--- src/rtl/d_ff_pipe.sv ---
// d_ff_pipe: WIDTH-bit, DEPTH-stage stallable delay line with per-stage valid tags
// and a registered count of valid stages.
// Optional macro D_FF_PIPE_TAPS_EN adds the taps/taps_vld register views.
module d_ff_pipe #(
  parameter int unsigned      WIDTH   = 8,
  parameter int unsigned      DEPTH   = 4,
  parameter logic [WIDTH-1:0] RST_VAL = {WIDTH{1'b0}}
) (
  input  logic                         clk,
  input  logic                         n_rst,
  input  logic                         en,
  input  logic                         clr,
  input  logic [WIDTH-1:0]             din,
  input  logic                         din_vld,
  output logic [WIDTH-1:0]             dout,
  output logic                         dout_vld,
  output logic [$clog2(DEPTH+1)-1:0]   occ
`ifdef D_FF_PIPE_TAPS_EN
  ,
  output logic [WIDTH*DEPTH-1:0]       taps,
  output logic [DEPTH-1:0]             taps_vld
`endif
);

  localparam int unsigned OccW = $clog2(DEPTH + 1);

  logic [WIDTH-1:0] data_q [DEPTH];
  logic [WIDTH-1:0] data_d [DEPTH];
  logic [DEPTH-1:0] vld_q, vld_d;
  logic [OccW-1:0]  occ_q, occ_d;

  // Next state: clear beats enable, enable shifts data and tags together, else hold.
  always_comb begin
    data_d = data_q;
    vld_d  = vld_q;
    occ_d  = occ_q;
    if (clr) begin
      for (int i = 0; i < int'(DEPTH); i++) begin
        data_d[i] = RST_VAL;
      end
      vld_d = '0;
      occ_d = '0;
    end else if (en) begin
      data_d[0] = din;
      vld_d[0]  = din_vld;
      for (int i = 1; i < int'(DEPTH); i++) begin
        data_d[i] = data_q[i-1];
        vld_d[i]  = vld_q[i-1];
      end
      // Valid entering minus valid leaving; stays within 0..DEPTH by construction.
      occ_d = occ_q + OccW'(din_vld) - OccW'(vld_q[DEPTH-1]);
    end
  end

  // Pipeline state registers with asynchronous flush.
  always_ff @(posedge clk or negedge n_rst) begin
    if (!n_rst) begin
      for (int i = 0; i < int'(DEPTH); i++) begin
        data_q[i] <= RST_VAL;
      end
      vld_q <= '0;
      occ_q <= '0;
    end else begin
      for (int i = 0; i < int'(DEPTH); i++) begin
        data_q[i] <= data_d[i];
      end
      vld_q <= vld_d;
      occ_q <= occ_d;
    end
  end

  assign dout     = data_q[DEPTH-1];
  assign dout_vld = vld_q[DEPTH-1];
  assign occ      = occ_q;

`ifdef D_FF_PIPE_TAPS_EN
  // Flatten stages into taps, stage i at bits [i*WIDTH +: WIDTH].
  always_comb begin
    taps = '0;
    for (int i = 0; i < int'(DEPTH); i++) begin
      taps[i*WIDTH +: WIDTH] = data_q[i];
    end
  end

  assign taps_vld = vld_q;
`endif

endmodule

--- config.mk ---
export PLATFORM = sky130hd
export DESIGN_NAME = d_ff_pipe
export DESIGN_NICKNAME = d
export VERILOG_FILES = /design/src/rtl/d_ff_pipe.sv
export SDC_FILE = /design/constraint.sdc
export NUM_CORES = 1
export LEC_CHECK = 0
export BUFFER_PORTS_ARGS = -buffer_cell sky130_fd_sc_hd__buf_2
export CORE_ASPECT_RATIO = 1.75
export CORE_MARGIN = 1.5
export CORE_UTILIZATION = 30
export DETAILED_ROUTE_END_ITERATION = 10
export RECOVER_POWER = 50
export SYNTH_ARGS = -nofsm -noshare
export SYNTH_HDL_FRONTEND = slang
export SYNTH_SLANG_ARGS = --single-unit
export TNS_END_PERCENT = 20
--- constraint.sdc ---
create_clock -name clk -period 2.2 [get_ports clk]
set_clock_uncertainty 0.2 [all_clocks]
set_input_delay 0.11 -clock clk [delete_from_list [all_inputs] [get_ports clk]]
set_output_delay 0.11 -clock clk [all_outputs]
set_load 0.02 [all_outputs]
==> impl_metrics.csv <==
group,metric,value,unit
synth,synth_cell_types,15,
floorplanning,dieArea,0.00630,mm^2
finish,antennaDiodeCount,0,
setup_path,worst_ep_required_time,2.17,ns
placed_design,numPortBuffers,24,
floorplanning,die_width,60.7,um
setup_path,crit_path_start_kind,"flop",
cts,cts_tree,"yes",
global_route,grt_remaining_overflow,0,
power,power.combinational.fraction,0.090,
global_route,grt_max_degree,41,
floorplanning,core_region_area,0.00559,mm^2
synth,syn-num-nets,160,
timing,hold_viol,0,
power,p_int,1170,uW
placed_design,place.detailed.instances,229,
power,vdd.ir_drop.worst,336,uV
global_route,grt_pass1_vias,1032,
cts,cts-root-to-sink-buffers,2,
setup_path,cp_num_buf_inv,2,
cts,cts_max_level,2,
power,sequentialPowerShare,0.506,
placed_design,place_hpwl,1720,um
cts,cts_root_buffer,"clkbuf_8",
route,drt-pass1-iter-count,4,
global_route,track_usage,0.0986,
timing,finalMaxSlewViolations,0,
route,drt-initial-drc-count,13,
timing,slew_headroom,0.442,
run_status,outcome,"complete, no violations",
timing,rsz_0062_raised_after_global_routing,"false",
placed_design,place.gp.congestion,0.641,
setup_path,timing.rr.start,"vld_q[3]",
cts,cts.reportedPaths.clkPinSlew,0.07,ns
route,routed_via_density,4.10,
route,drt-total-wl,2700,um
finish,layout.core_utilization,0.366,
global_route,use_met1,0.125,
setup_path,worst_path_max_delay_cell,"dfrtp_1",
setup_path,critical_path.max_stage_delay,0.40,ns
finish,instances_no_fill,248,
min_path,min_path_cells,3,
setup_path,reg2reg_setup_slack,0.09,ns
finish,drive_above_1_share,0.128,
power,pwr-share-clk,0.404,
setup_path,worst_setup_ep_type,"flop",
global_route,grt.met2_usage,0.150,
timing,period_minus_slack,2.11,ns
timing,final-setup-viol-count,0,
timing,timing.hold.ws,0.182,ns
setup_path,critPathMaxFanout,3,
synth,synthesized_cell_area,0.00175,mm^2
power,power_density,726,mW/mm^2
synth,postSynthCellCount,144,
synth,postSynthRegisterBits,39,
synth,synth_seq_area_share,0.559,
synth,synth_area_per_cell,12.1,um^2
floorplanning,floorplan.die.height,104,um
finish,final_nets,187,
cts,postCtsResizedCells,0,
timing,final_layout_setup_total_negative_slack,0,ns
power,power_switching,321,uW
setup_path,crit_type,"reg2reg",
global_route,grt_antenna_before_repair,0,
timing,worstMarginPinSlew,0.837,ns
floorplanning,floorplan.initialDensity,0.312,
cts,clock_insertion_delay_worst_skew,0.29,ns
power,power.share.switching,0.216,
timing,layout_worst_path_cycle_share,0.958,
floorplanning,rows,36,
global_route,groute.layer.met3.usage,0.0224,
route,remaining_drc_errors,0,
global_route,busiest_layer,"met2",
min_path,hold_path.class,"in2reg",
cts,clock-sinks,39,
power,power_leakage,0.00106,uW
setup_path,worstReg2RegEnd,"occ[2]",
setup_path,critPathArrivalTime,2.08,ns
finish,fillers,587,
global_route,grt_first_pass_wirelength,4750,um
timing,fmaxAchievable,474,MHz
setup_path,critical_path.cell_chain,"ha_1 -> inv_1 -> ha_1 -> inv_1 -> fa_1 -> xor2_1 -> a21oi_2 -> a31o_1",
synth,synth-warning-count,0,
route,dr_total_vias,1017,
finish,area_delta_synth_final,17.3,%
route,route.detailed.wl_per_inst,10.9,um
setup_path,crit_family,"adder cells",
cts,cts_buffers,5,
min_path,hold_path_startpoint,"en",
min_path,min_to,"occ[2]",
job,cap_violations,0,
setup_path,r2r.worst_path.cells,8,
route,final_antenna_net_count,0,
floorplanning,ioPinCount,25,
==> cells in the mapped netlist <==
cell      number  area share
inv_1          4      0.0086
nand2b_1       1      0.0036
clkbuf_1       1      0.0021
buf_6          1      0.0065
xor2_1         1      0.0050
fa_1           1       0.011
dfrtp_1       39        0.56
ha_1           2       0.014
a31o_1         1      0.0050
mux2i_1       38        0.22
buf_2          3      0.0086
buf_4          8       0.034
nor2_1        39       0.084
a21oi_2        1      0.0050
buf_8          4       0.034
==> how the worst max path moves through the flow <==
stage                        start     end  slack [ns]  cells after the start
after CTS                 vld_q[3]  occ[2]        0.09                      8
after floorplan             occ[0]  occ[2]        0.09                      9
after detailed placement  vld_q[3]  occ[2]        0.11                      8
final                     vld_q[3]  occ[2]        0.09                      8
after global placement    vld_q[3]  occ[2]        0.18                      8
after global routing        occ[0]  occ[2]        0.01                      9
==> state kept, by name (all words and copies together), names as in the netlist <==
register,count
dout,8
occ,3
vld_q,4
data_q,24
==> what timing repair did <==
item / in CTS / in global routing
hold buffers: 11 / 0
setup buffers: 0 / 0
endpoints found under the hold margin: 50 / 0
==> tightest hold or removal path, delay by kind of cell <==
kind | cells | cell delay [ns]
buffers and inverters | 2 | 0.30
AOI/OAI and AO/OA | 1 | 0.20
==> routing by layer <==
layer / vias up / part of all wire
met5: - / 0
met4: 0 / 0.032
met3: 5 / 0.036
met2: 15 / 0.49
met1: 489 / 0.44
li1: 508 / -
==> power groups by stage <==
stage	Clock [uW]	Combinational (uW)	Sequential (uW)
final	601	135	752
after global routing	654	152	755
after global placement	0	123	765
after detailed placement	0	126	765
after floorplan	0	88.9	767
after CTS	624	141	751
==> metrics by stage <==
stage | worst slack [ns] | area, um^2 | total power, uW
2_1_floorplan | 0.0938 | 1750 | 856
4_1_cts | 0.0939 | 2070 | 1520
5_1_grt | 0.0112 | 2050 | 1560
3_5_place_dp | 0.108 | 1840 | 891
3_3_place_gp | 0.176 | 1840 | 888
6_report | 0.0923 | 2050 | 1490
==> layout by cell type (no fill, tap or decap), drive strengths merged <==
| cell | n |
|---|---|
| dfrtp | 39 |
| a21oi | 1 |
| clkbuf | 20 |
| a31o | 1 |
| fa | 1 |
| xor2 | 1 |
| ha | 2 |
| nor2 | 39 |
| bufinv | 1 |
| nand2b | 1 |
| buf | 12 |
| inv | 4 |
| dlygate4sd3 | 11 |
| clkinv | 1 |
| mux2i | 38 |
==> cell type report <==
type	count	area, um^2	share of cell area
clock inverter	2	35.0	0.0171
sequential	39	976	0.477
tap	76	95.1	0.0465
inverter	4	15.0	0.00733
timing repair buffer	37	239	0.117
clock buffer	6	82.6	0.0403
multi-input combinational	84	604	0.295
==> cell families (layout without fill, tap and decap cells) <==
logic type / count (synthesis) / after routing / synth area share
AOI/OAI and AO/OA: 2 / 2 / 0.0100
xor gates and xnor gates: 1 / 1 / 0.00502
adders and majority gates: 3 / 3 / 0.0258
buffers and inverters: 21 / 49 / 0.0946
DFF: 39 / 39 / 0.559
muxes: 38 / 38 / 0.218
and+or+nand+nor: 40 / 40 / 0.0875
Power figures use the tool's default switching activity.
